$ cat config.mk
export PLATFORM = sky130hd
export DESIGN_NAME = adder_scheduler_flat
export DESIGN_NICKNAME = d
export VERILOG_FILES = /design/src/rtl/adder_scheduler_if.sv /design/src/rtl/adder_scheduler.sv /design/src/flat_wrapper.sv
export SDC_FILE = /design/constraint.sdc
export NUM_CORES = 1
export LEC_CHECK = 0
export ABC_CLOCK_PERIOD_IN_PS = 4250
export CAP_MARGIN = 5
export CORE_MARGIN = 1.5
export CORE_UTILIZATION = 45
export DETAILED_ROUTE_END_ITERATION = 12
export GPL_TIMING_DRIVEN = 0
export PLACE_DENSITY = 0.83
export SLEW_MARGIN = 30
export SYNTH_ARGS = -nofsm -noshare
export SYNTH_HDL_FRONTEND = slang
export SYNTH_SLANG_ARGS = --single-unit
$ cat constraint.sdc
create_clock -name clk -period 4.25 [get_ports clk]
set_clock_uncertainty 0.15 [all_clocks]
set_input_delay 0.425 -clock clk [delete_from_list [all_inputs] [get_ports clk]]
set_output_delay 0.425 -clock clk [all_outputs]
set_load 0.03 [all_outputs]
$ cat src/rtl/adder_scheduler_if.sv
// Request/response bus of the shared-adder scheduler.
// The master side drives requests and consumes responses; the slave side is the scheduler.
interface adder_scheduler_if #(
    parameter int N_REQ = 4
);
    localparam int ID_W = $clog2(N_REQ);

    logic [N_REQ-1:0]      req_valid;
    logic [N_REQ-1:0]      req_ready;
    logic [16*N_REQ-1:0]   req_a;
    logic [16*N_REQ-1:0]   req_b;
    logic [N_REQ-1:0]      req_sub;
    logic                  rsp_valid;
    logic                  rsp_ready;
    logic [ID_W-1:0]       rsp_id;
    logic [15:0]           rsp_result;
    logic                  rsp_overflow;

    modport master (
        output req_valid, req_a, req_b, req_sub, rsp_ready,
        input  req_ready, rsp_valid, rsp_id, rsp_result, rsp_overflow
    );

    modport slave (
        input  req_valid, req_a, req_b, req_sub, rsp_ready,
        output req_ready, rsp_valid, rsp_id, rsp_result, rsp_overflow
    );
endinterface

$ cat src/rtl/adder_scheduler.sv
// Round-robin scheduler that time-shares one 16-bit carry-select adder
// between N_REQ requesters. Subtraction first negates B through the same
// adder (~B + 1), then adds; one operation is in flight at a time.

// 16-bit carry-select adder: low byte ripples, high byte is computed for both
// carry-in values and selected by the low-byte carry.
module csel_add16 (
    input  logic [15:0] x,
    input  logic [15:0] y,
    output logic [15:0] s
);
    logic [8:0] lo;
    logic [7:0] hi0;
    logic [7:0] hi1;

    assign lo  = {1'b0, x[7:0]} + {1'b0, y[7:0]};
    assign hi0 = x[15:8] + y[15:8];
    assign hi1 = x[15:8] + y[15:8] + 8'd1;
    assign s   = {(lo[8] ? hi1 : hi0), lo[7:0]};
endmodule

module adder_scheduler #(
    parameter int N_REQ = 4
) (
    input  logic                clk,
    input  logic                rst_n,
    adder_scheduler_if.slave    bus,
    output logic                busy
);
    localparam int ID_W = $clog2(N_REQ);

    typedef enum logic [1:0] {IDLE, NEG, ADD, RESP} state_t;

    // Captured operation; b_sign keeps the original B sign because NEG overwrites b.
    typedef struct packed {
        logic [15:0]     a;
        logic [15:0]     b;
        logic            sub;
        logic            b_sign;
        logic [ID_W-1:0] id;
    } op_t;

    state_t                  state_q, state_d;
    op_t                     op_q;
    logic [ID_W-1:0]         last_id;
    logic [ID_W-1:0]         grant_id;
    logic                    grant_hit;
    logic [ID_W:0]           idx;
    logic [N_REQ-1:0]        ready;
    logic                    accept;
    logic [N_REQ-1:0][15:0]  a_lane;
    logic [N_REQ-1:0][15:0]  b_lane;
    logic [15:0]             add_x;
    logic [15:0]             add_y;
    logic [15:0]             sum;
    logic                    ovf;
    logic [ID_W-1:0]         rsp_id_q;
    logic [15:0]             rsp_result_q;
    logic                    rsp_overflow_q;

    assign a_lane = bus.req_a;
    assign b_lane = bus.req_b;

    // Round-robin search starting one past the last winner, wrapping at N_REQ.
    always_comb begin
        grant_id  = '0;
        grant_hit = 1'b0;
        idx       = '0;
        for (int k = 1; k <= N_REQ; k++) begin
            idx = {1'b0, last_id} + (ID_W+1)'(k);
            if (idx >= (ID_W+1)'(N_REQ))
                idx = idx - (ID_W+1)'(N_REQ);
            if (!grant_hit && bus.req_valid[idx[ID_W-1:0]]) begin
                grant_hit = 1'b1;
                grant_id  = idx[ID_W-1:0];
            end
        end
    end

    // Grant only in IDLE; reset masks it so ready is 0 while rst_n is low.
    always_comb begin
        ready = '0;
        if (rst_n && state_q == IDLE && grant_hit)
            ready[grant_id] = 1'b1;
    end

    assign bus.req_ready = ready;
    assign accept        = |(bus.req_valid & ready);

    // Single adder: NEG computes ~B + 1, ADD computes A + B.
    always_comb begin
        add_x = op_q.a;
        add_y = op_q.b;
        if (state_q == NEG) begin
            add_x = ~op_q.b;
            add_y = 16'd1;
        end
    end

    csel_add16 u_add (
        .x (add_x),
        .y (add_y),
        .s (sum)
    );

    // Overflow from the original operand signs and the final sum.
    always_comb begin
        ovf = 1'b0;
        if (op_q.sub)
            ovf = (op_q.a[15] != op_q.b_sign) && (sum[15] != op_q.a[15]);
        else
            ovf = (op_q.a[15] == op_q.b_sign) && (sum[15] != op_q.a[15]);
    end

    // State register.
    always_ff @(posedge clk or negedge rst_n) begin
        if (!rst_n)
            state_q <= IDLE;
        else
            state_q <= state_d;
    end

    // Next-state logic.
    always_comb begin
        state_d = state_q;
        case (state_q)
            IDLE: if (accept) state_d = bus.req_sub[grant_id] ? NEG : ADD;
            NEG:  state_d = ADD;
            ADD:  state_d = RESP;
            RESP: if (bus.rsp_ready) state_d = IDLE;
            default: state_d = IDLE;
        endcase
    end

    // Operand capture, B negation write-back, result registration.
    always_ff @(posedge clk or negedge rst_n) begin
        if (!rst_n) begin
            op_q           <= '0;
            last_id        <= ID_W'(N_REQ-1);
            rsp_id_q       <= '0;
            rsp_result_q   <= '0;
            rsp_overflow_q <= 1'b0;
        end else begin
            case (state_q)
                IDLE: if (accept) begin
                    op_q.a      <= a_lane[grant_id];
                    op_q.b      <= b_lane[grant_id];
                    op_q.sub    <= bus.req_sub[grant_id];
                    op_q.b_sign <= b_lane[grant_id][15];
                    op_q.id     <= grant_id;
                    last_id     <= grant_id;
                end
                NEG: op_q.b <= sum;
                ADD: begin
                    rsp_result_q   <= sum;
                    rsp_overflow_q <= ovf;
                    rsp_id_q       <= op_q.id;
                end
                default: ;
            endcase
        end
    end

    assign bus.rsp_valid    = (state_q == RESP);
    assign bus.rsp_id       = rsp_id_q;
    assign bus.rsp_result   = rsp_result_q;
    assign bus.rsp_overflow = rsp_overflow_q;
    assign busy             = (state_q != IDLE);
endmodule

$ cat src/flat_wrapper.sv
// flat-port wrapper written by rule: the top's interface ports become plain ports
module adder_scheduler_flat 
#(
    parameter int N_REQ = 4
)
  (clk, rst_n, busy, bus_req_valid, bus_req_a, bus_req_b, bus_req_sub, bus_rsp_ready, bus_req_ready, bus_rsp_valid, bus_rsp_id, bus_rsp_result, bus_rsp_overflow);
  adder_scheduler_if #(.N_REQ(N_REQ)) bus_i ();
  input  logic clk;
  input  logic rst_n;
  output logic busy;
  input wire logic [$bits(bus_i.req_valid)-1:0] bus_req_valid;
  input wire logic [$bits(bus_i.req_a)-1:0] bus_req_a;
  input wire logic [$bits(bus_i.req_b)-1:0] bus_req_b;
  input wire logic [$bits(bus_i.req_sub)-1:0] bus_req_sub;
  input wire logic [$bits(bus_i.rsp_ready)-1:0] bus_rsp_ready;
  output wire logic [$bits(bus_i.req_ready)-1:0] bus_req_ready;
  output wire logic [$bits(bus_i.rsp_valid)-1:0] bus_rsp_valid;
  output wire logic [$bits(bus_i.rsp_id)-1:0] bus_rsp_id;
  output wire logic [$bits(bus_i.rsp_result)-1:0] bus_rsp_result;
  output wire logic [$bits(bus_i.rsp_overflow)-1:0] bus_rsp_overflow;
  assign bus_i.req_valid = bus_req_valid;
  assign bus_i.req_a = bus_req_a;
  assign bus_i.req_b = bus_req_b;
  assign bus_i.req_sub = bus_req_sub;
  assign bus_i.rsp_ready = bus_rsp_ready;
  assign bus_req_ready = bus_i.req_ready;
  assign bus_rsp_valid = bus_i.rsp_valid;
  assign bus_rsp_id = bus_i.rsp_id;
  assign bus_rsp_result = bus_i.rsp_result;
  assign bus_rsp_overflow = bus_i.rsp_overflow;
  adder_scheduler #(.N_REQ(N_REQ)) u_core (.clk(clk), .rst_n(rst_n), .bus(bus_i), .busy(busy));
endmodule
==> results.md, run 1 <==
* Status: finished, final reports clean
* Worst Path Max Fanout at 10
* Reg-to-reg slack, setup at 0.33 ns
* Initial Utilization at 46.8%
* Worst Path Required at 3.67 ns
* Clk Latency, worst-skew pair at 0.35 ns
* Fin. Hold Viols at 0
* Clock tree sinks at 59
* Final antenna-violating net count at 0
* H-tree Lvls at 3
* Placeable core area at 9280 sq um
* RSZ-0062 raised after global routing: false
* Final Critical Period at 3.92 ns
* Diode count at 0
* Worst-Margin Slew at 0.692 ns
* GP Congestion at 0.922
* PwrDens at 785 nW/um^2
* Gr usage total at just under 30%
* Layout area overhead at 46.3%
* Placed cells at 791
* Final nets at ~840
* Startpoint types: primary input
* Row cnt at 35
* Crit. End Element: output pin
* Slew Viols, Final at 0
* PortBufs at 162
* Post-route non-filler standard cell count at 808
* Leakage Power at about 2.7 nW
* Largest net degree at the start of global routing at 48
* Avg Cell Area, Syn at a little under 9 sq um
* Die height at 101 um
* Critical path origin: bus_req_valid[0]
* CTS buffer count at 9
* Most common cell after layout, fill and taps aside: clkdlybuf4s50_1
* Reg-to-Reg End: u_core.bus.rsp_overflow
* Clock root buffer: clkbuf_8
* Clock Path Buffers at 2
* Setup_tns at 0 ns
* Initial antenna violation count at 0
* Final setup fails at 0
* Worst Hold Class: in2async
* Worst VDD drop at between 200 and 300 uV
* Reg clk slew, reported paths at 0.07 ns
* Most frequent cells in the layout: clkdlybuf4s50_1 (161), nand2_1 (66), dfrtp_1 (57)
* CTS tree: built
* Share of cells above drive strength 1 at between 8 and 9%
* Reg2reg start: u_core.state_q[1]
* Initial DRC Count at approximately 380
* Fillcell total at 770
* I/O pins at 164
* Post-synthesis sequential area ratio at between 30% and 40%
* Final period utilization at a little over 90%
* Ys Warns at 0
* Grt total ovfl at 0
* First-pass GRT wire length at 22.7 mm
* Arrival time at the worst endpoint at 3.35 ns
* Die X at 101 um
* Via-to-Cell Ratio at 5.77
* Die area at approximately 10,000 sq um
* Post-synthesis cell area at ~4300 sq um
* Worst setup margin at 0.330 ns
* Drt pass-1 iters at 7
* Routed vias at 4,661
* Top_reg_cell synth: dfrtp_1
* EDFF count, synth at 0
* Synth cell types at 61
* Slew margin rel. at 53.4%
* Synth Register Bits at ~60
* Drt drc at 0
* Post-Syn Instances at 499
* Place WS at 0.102 ns
* CP Class: in2out
* Routed len/inst at roughly 18 um
* F_max at 255 MHz
* Final WL at 14.7 mm
* MaxCap Viol Count at 0
* Vias in the first global route at 4,613
* Post-synth ARST share at 100%
* Final core occ at 68.4%
* Syn Nets at 661
* FF-to-FF path depth at 15
* Post-DP HPWL at approximately 12 mm
report_power, final:
part / internal [mW] / switching (mW) / total (mW)
registers: 0.838 / 0.167 / 1.00
logic: 1.44 / 2.06 / 3.49
clock network: 0.255 / 0.230 / 0.485
total: 2.53 / 2.45 / 4.98
worst max-delay path: stages:
cell             delay [ns]
clkdlybuf4s50_1        0.64
nand2_1                0.10
nor2_1                 0.17
a311o_1                0.27
clkbuf_1               0.43
clkbuf_1               0.44
and2_1                 0.19
clkdlybuf4s50_1        0.68
kinds of logic (layout without fill, tap and decap cells):
kind of cell / count (synthesis) / after routing / share of synthesized area, %
simple gates: 164 / 164 / 17.2
xor+xnor: 20 / 20 / 4.04
mux: 33 / 33 / 8.30
flops: 59 / 59 / 34.1
compound gates: 158 / 158 / 24.8
buf+inv: 42 / 222 / 4.55
fa+ha+maj: 23 / 23 / 6.98
stage by stage:
stage	instance area (sq um)	hold WS (ns)	power, mW
after detailed placement	6150	0.158	4.45
after CTS	6340	0.343	4.94
after global routing	6350	0.372	5.34
after floorplan	4340	-0.0206	3.40
after global placement	6120	0.324	4.32
final	6350	0.336	4.98
registers in the layout, summed over array words and instances (netlist names):
register	count
u_core.op_q	36
u_core.bus.rsp_result	16
u_core.bus.rsp_id	2
u_core.state_q	2
u_core.bus.rsp_overflow	1
u_core.last_id	2
Yosys cell counts, drive strengths merged (2+ instances only):
cell     number  area share [%]
nand2        67             5.9
dfrtp        57              33
o21ai        48             5.5
nor2         44             3.8
a22oi        23             4.0
clkbuf       21             1.8
ha           21             6.1
a21oi        19             2.4
a31oi        18             2.6
mux2i        18             4.2
a222oi       17             3.9
nor2b        16             2.3
buf          15             2.2
mux2         14             3.6
nand3        13             1.5
xor2         12             2.4
xnor2         8             1.6
and2          5            0.72
inv           5            0.43
nor3          5            0.84
a21o          4            0.69
or2           4            0.58
and3          3            0.43
nand2b        3            0.61
o21bai        3            0.61
a211oi        2            0.35
a21boi        2            0.35
a2bb2oi       2            0.40
a32oi         2            0.40
dfstp         2             1.2
fa            2            0.92
nand4         2            0.29
o2111ai       2            0.40
o211a         2            0.46
o211ai        2            0.35
o22ai         2            0.29
o2bb2ai       2            0.40
metal layers:
layer | track usage [%] | up-vias | routed length, um
met1 | 36.0 | 2235 | 5930
met3 | 4.49 | 25 | 1040
li1 | - | 2193 | -
met4 | 11.3 | 0 | 303
met5 | 0 | - | 0
met2 | 51.0 | 208 | 7430
how the worst max path moves through the flow:
stage / cells after the start / slack, ns / to
global placement: 6 / -1.12 / bus_req_ready[3]
floorplan: 14 / 0.67 / u_core.bus.rsp_overflow
CTS: 14 / 0.06 / u_core.bus.rsp_overflow
detailed placement: 14 / 0.10 / u_core.bus.rsp_overflow
finish: 8 / 0.33 / bus_req_ready[0]
global route: 15 / 0.04 / u_core.bus.rsp_overflow
layout make-up:
type	instances	area, sq um	share of cell area, %
Buffer	36	179	2.82
Clock buffer	13	169	2.66
Multi-Input combinational cell	398	2660	42.0
Inverter	6	22.5	0.355
Sequential cell	59	1480	23.3
Tap cell	129	161	2.54
Timing Repair Buffer	165	1660	26.2
Clock inverter	2	10.0	0.158
timing repair:
| item | 4_1_cts | 5_1_grt |
|---|---|---|
| endpoints found under the setup margin | 0 | 7 |
| resized for setup | 0 | 6 |
| hold endpoints to repair | 14 | 0 |
| setup buffers | 0 | 0 |
| hold buffers | 1 | 0 |
(Power assumes the default switching activity.)
==> run 2, diff against run 1 <==
HOLD_SLACK_MARGIN = 0.06   (was default)
SKIP_CTS_REPAIR_TIMING = 1   (was default)
==> run 2 against run 1 <==
  * Via count is 0.21% higher
  * Final area stayed put
  * Core utilization stayed put
  * Sequential share of layout area stayed put
  * Combinational power hardly changed
  * Die area stayed put
  * Setup slack worse by 0.0099 ns
  * Largest power group unchanged
==> results.md, run 2 (same netlist as run 1, synthesis figures left out) <==
* Clock tree sinks at 59 (unchanged)
* Drt pass-1 iters at 5 (was 7)
* Worst Hold Class: in2async (unchanged)
* Biggest register: u_core.op_q (unchanged)
* Placeable core area at 9280 sq um (unchanged)
* Layout area overhead at 46.3% (unchanged)
* H-tree Lvls at 3 (unchanged)
* Gr usage total at 29.0% (was 29.1%)
* Vias in the first global route at 4,625 (was 4,613)
* I/O pins at 164 (unchanged)
* Worst-Margin Slew at 0.708 ns (was 0.692 ns)
* Arrival time at the worst endpoint at 4.04 ns (was 3.35 ns)
* Fin. Hold Viols at 0 (unchanged)
* First-pass GRT wire length at 22.7 mm (about the same)
* Fillcell total at 769 (was 770)
* Final setup fails at 0 (unchanged)
* Routed vias at 4,671 (was 4,661)
* Switching power total at 2.44 mW (was 2.45 mW)
* RSZ-0062 raised after global routing: false (unchanged)
* Initial antenna violation count at 0 (unchanged)
* Share of cells above drive strength 1 at 8.84% (unchanged)
* Worst Path Max Fanout at 10 (unchanged)
* Worst VDD drop at 291 uV (was 294 uV)
* GP Congestion at 0.922 (unchanged)
* CP Class: reg2reg (was in2out)
* Drt drc at 0 (unchanged)
* Row cnt at 35 (unchanged)
* Diode count at 0 (unchanged)
* Die area at 10,200 sq um (unchanged)
* Initial DRC Count at 396 (was 378)
* Crit. End Element: register (was output pin)
* Max reg flops at 36 (unchanged)
* Slew margin rel. at 52.3% (was 53.4%)
* Reg-to-reg slack, setup at 0.32 ns (was 0.33 ns)
* Largest net degree at the start of global routing at 48 (unchanged)
* Clock network power share at 9.6% (was 9.7%)
* PwrDens at 783 nW/um^2 (was 785 nW/um^2)
* Final antenna-violating net count at 0 (unchanged)
* Int Power at 2.53 mW (about the same)
* Register share of total power at 20.2% (about the same)
* Slew Viols, Final at 0 (unchanged)
* Routed len/inst at 18.1 um (was 18.2 um)
* Worst Hold Slack at 0.339 ns (was 0.336 ns)
* Most frequent cells in the layout: clkdlybuf4s50_1 (161), nand2_1 (66), dfrtp_1 (57) (unchanged)
* CTS buffer count at 9 (unchanged)
* Final core occ at 68.4% (unchanged)
* Switch share at 49.1% (was 49.3%)
* MaxCap Viol Count at 0 (unchanged)
* Most common cell after layout, fill and taps aside: clkdlybuf4s50_1 (unchanged)
* Final Critical Period at 3.93 ns (was 3.92 ns)
* Gate power share at 70.2% (was 70.1%)
* Status: finished, final reports clean (unchanged)
* F_max at 254 MHz (was 255 MHz)
* Die height at 101 um (unchanged)
* Post-DP HPWL at 11.5 mm (unchanged)
* Final period utilization at 92.5% (was 92.2%)
* Initial Utilization at 46.8% (unchanged)
* Clock root buffer: clkbuf_8 (unchanged)
* Grt total ovfl at 0 (unchanged)
* Final WL at 14.7 mm (about the same)
* Clk Latency, worst-skew pair at 0.35 ns (about the same)
* Final nets at 837 (unchanged)
* Via-to-Cell Ratio at 5.78 (was 5.77)
* Clock Path Buffers at 2 (unchanged)
* Worst Path Required at 4.36 ns (was 3.67 ns)
* Leakage Power at 2.66 nW (unchanged)
* PortBufs at 162 (unchanged)
* CTS tree: built (unchanged)
* Reg clk slew, reported paths at 0.07 ns (about the same)
* Die X at 101 um (unchanged)
* Startpoint types: register (was primary input)
[run 2: worst paths after layout]
| check | from | end | cells after the start |
|---|---|---|---|
| worst max-delay path | u_core.state_q[1] | u_core.bus.rsp_overflow | 15 |
| worst min-delay path | rst_n | u_core.bus.rsp_id[1] | 2 |
| worst max register to register | u_core.state_q[1] | u_core.bus.rsp_overflow | 15 |
| worst min register to register | u_core.op_q[2] | u_core.op_q[2] | 2 |
| max in group asynchronous | rst_n | u_core.last_id[0] | 3 |
| min in group clk | u_core.op_q[2] | u_core.op_q[2] | 2 |
[run 2: metrics by stage]
stage | total power, mW | worst slack (ns) | cells | area (sq um) | TNS [ns]
floorplan | 3.40 | 0.666 | 499 | 4340 | 0
global placement | 4.32 | -1.12 | 790 | 6120 | -9.56
detailed placement | 4.45 | 0.102 | 791 | 6150 | 0
CTS | 4.94 | 0.0636 | 806 | 6330 | 0
global route | 5.34 | 0.0431 | 808 | 6350 | 0
finish | 4.97 | 0.320 | 808 | 6350 | 0
[run 2: final cells by class]
cell class | count | area, sq um | share of cell area [%]
clock buffer | 13 | 169 | 2.66
buffer | 36 | 179 | 2.82
sequential | 59 | 1480 | 23.3
multi-input combinational | 398 | 2660 | 42.0
clock inverter | 2 | 10.0 | 0.158
timing repair buffer | 165 | 1660 | 26.2
tap | 129 | 161 | 2.54
inverter | 6 | 22.5 | 0.355
[run 2: layer usage]
layer | routed length, um | vias to the layer above | global-route usage [%]
met2 | 7290 | 213 | 50.7
met1 | 5990 | 2231 | 35.9
li1 | - | 2197 | -
met4 | 353 | 0 | 11.5
met5 | 0 | - | 0
met3 | 1030 | 30 | 4.49
[run 2: critical path, stage by stage, from the launching register on]
cell and delay (ns):
dfrtp_1 0.41, inv_1 0.14, ha_1 0.29, clkinv_1 0.27, clkbuf_2 0.28, nand2_1 0.09, o21ai_0 0.09, ha_1 0.23
fa_1 0.40, a211oi_1 0.28, nor2_1 0.10, xor2_1 0.27, nand3_1 0.19, nor3_4 0.22, mux2_1 0.35, o2111ai_1 0.09
[run 2: power groups by stage]
| stage | clock network, mW | logic, mW | registers [mW] |
|---|---|---|---|
| final | 0.478 | 3.49 | 1.00 |
| after global routing | 0.504 | 3.81 | 1.03 |
| after CTS | 0.481 | 3.46 | 1.00 |
| after detailed placement | 0 | 3.44 | 1.01 |
| after global placement | 0 | 3.33 | 0.997 |
| after floorplan | 0 | 2.27 | 1.14 |
==> run 3, diff against run 2 <==
ABC_CLOCK_PERIOD_IN_PS = 3600   (was 4250)
CORE_UTILIZATION = 41   (was 45)
GPL_TIMING_DRIVEN = default   (was 0)
PLACE_DENSITY = 0.8   (was 0.83)
clock period = 3.6 ns   (was 4.25 ns; I/O delays follow)
==> run 3 against run 2 <==
  * First-iteration DRC count decreased by 33%
  * Critical path depth decreased by 2
  * Power increased by 18%
  * Cell count decreased by 1.5%
  * Core utilization decreased by 6.9 points
  * Sequential share of layout area increased by 0.092 points
  * Via count decreased by 4.2%
==> results.md, run 3 (same netlist as run 1, synthesis figures left out) <==
* Grt total ovfl at 0 (unchanged)
* F_max at 296 MHz (was 254 MHz)
* Final setup fails at 0 (unchanged)
* Clock tree sinks at 59 (unchanged)
* Arrival time at the worst endpoint at 3.46 ns (was 4.04 ns)
* Final antenna-violating net count at 0 (unchanged)
* H-tree Lvls at 3 (unchanged)
* Via-to-Cell Ratio at 5.62 (was 5.78)
* Die area at 11,200 sq um (was 10,200 sq um)
* Reg clk slew, reported paths at 0.06 ns (was 0.07 ns)
* Clk Latency, worst-skew pair at 0.34 ns (was 0.35 ns)
* Biggest register: u_core.op_q (unchanged)
* Initial Utilization at 42.2% (was 46.8%)
* Final WL at 13.5 mm (was 14.7 mm)
* Reg area at 1480 sq um (unchanged)
* PwrDens at 929 nW/um^2 (was 783 nW/um^2)
* Max reg flops at 36 (unchanged)
* Gr usage total at 24.5% (was 29.0%)
* MaxCap Viol Count at 0 (unchanged)
* Crit. End Element: register (unchanged)
* Share of cells above drive strength 1 at 10.0% (was 8.84%)
* Setup_tns at 0 ns (unchanged)
* Worst Path Required at 3.68 ns (was 4.36 ns)
* CTS tree: built (unchanged)
* Startpoint types: register (unchanged)
* Clock Path Buffers at 2 (unchanged)
* Clock root buffer: clkbuf_8 (unchanged)
* Multi-input gate area at 2680 sq um (was 2660 sq um)
* Drt pass-1 iters at 9 (was 5)
* Initial antenna violation count at 0 (unchanged)
* Routed len/inst at 17.0 um (was 18.1 um)
* Vias in the first global route at 4,426 (was 4,625)
* Most common cell after layout, fill and taps aside: clkdlybuf4s50_1 (unchanged)
* Layout area overhead at 45.7% (was 46.3%)
* Total power at 5.88 mW (was 4.97 mW)
* Final nets at 817 (was 837)
* First-pass GRT wire length at 21.7 mm (was 22.7 mm)
* Routed vias at 4,476 (was 4,671)
* Die X at 106 um (was 101 um)
* CTS buffer count at 9 (unchanged)
* Final Critical Period at 3.38 ns (was 3.93 ns)
* Status: finished, final reports clean (unchanged)
* Worst-Margin Slew at 0.828 ns (was 0.708 ns)
* Row cnt at 37 (was 35)
* Most frequent cells in the layout: clkdlybuf4s50_1 (158), nand2_1 (66), dfrtp_1 (57) (was clkdlybuf4s50_1 (161), nand2_1 (66), dfrtp_1 (57))
* Leakage Power at 2.65 nW (was 2.66 nW)
* Placeable core area at 10,300 sq um (was 9280 sq um)
* Largest net degree at the start of global routing at 38 (was 48)
* PortBufs at 163 (was 162)
* GP Congestion at 0.875 (was 0.922)
* Slew margin rel. at 44.8% (was 52.3%)
* Worst Hold Class: reg2reg (was in2async)
* Diode count at 0 (unchanged)
* CP Class: reg2reg (unchanged)
* Final period utilization at 93.8% (was 92.5%)
* Initial DRC Count at 267 (was 396)
* Fillcell total at 918 (was 769)
* Die height at 106 um (was 101 um)
* Worst Path Max Fanout at 28 (was 10)
* I/O pins at 164 (unchanged)
* Drt drc at 0 (unchanged)
* Worst VDD drop at 397 uV (was 291 uV)
* Fin. Hold Viols at 0 (unchanged)
* Slew Viols, Final at 0 (unchanged)
* Post-DP HPWL at 10.5 mm (was 11.5 mm)
## run 3: cell count changes in the layout (fill, tap and decap cells not counted), moves of 2 or more
| cell | change |
|---|---|
| buf_4 | +16 |
| buf_6 | -3 |
| clkdlybuf4s50_1 | -3 |
| buf_1 | -2 |
| clkbuf_1 | -16 |
| clkbuf_2 | -3 |
| clkinv_2 | -2 |
| buf_2 | -7 |
## run 3: worst paths after layout
path	from	end	cells past startpoint	slack [ns]
max	u_core.state_q[1]	u_core.op_q[16]	13	0.22
min	u_core.op_q[2]	u_core.op_q[2]	2	0.35
max reg2reg	u_core.state_q[1]	u_core.op_q[16]	13	0.22
min reg2reg	u_core.op_q[2]	u_core.op_q[2]	2	0.35
max in group asynchronous	rst_n	u_core.op_q[15]	3	1.97
min in group asynchronous	rst_n	u_core.op_q[17]	2	0.45
## run 3: power breakdown
part           switching (mW)  internal (mW)  leakage [nW]
logic                    2.31           1.70          1.85
registers               0.234          0.991         0.696
clock network           0.265          0.378         0.104
## run 3: critical path, cell delays in order (launching register included)
cell	delay (ns)
dfrtp_1	0.38
inv_1	0.10
ha_2	0.21
inv_2	0.11
buf_4	0.27
o21ai_0	0.13
ha_1	0.22
fa_1	0.41
a21o_1	0.19
nand4_1	0.12
a21oi_2	0.10
o2111ai_1	0.33
xor2_1	0.20
o311ai_1	0.32
## run 3: area by class of cell
type / instances / area share, %
multi-input cells: 398 / 42.4
repair buffers: 181 / 27.9
flip-flops and latches: 59 / 23.4
clock buffers: 15 / 2.79
well taps: 136 / 2.69
clock inverters: 1 / 0.475
inverters: 6 / 0.356
## run 3: routing by layer
metal	up-vias	wire length (um)	track usage (%)	part of all wire, %
li1	2148	-	-	-
met1	2149	5920	31.3	44
met2	161	6470	41.3	48
met3	18	944	6.44	7.0
met4	0	206	5.79	1.5
met5	-	0	0	0
## run 3: through the flow
step	instance area, sq um	setup slack (ns)	utilization [%]	hold slack, ns	cells
floorplan	4340	0.0158	-	-0.0856	499
global placement	6070	0.190	59.1	0.215	778
detailed placement	6070	0.0356	59.1	0.223	778
CTS	6280	0.0338	61.1	-0.141	794
global route	6320	-0.00291	61.5	0.361	796
finish	6320	0.225	61.5	0.349	796
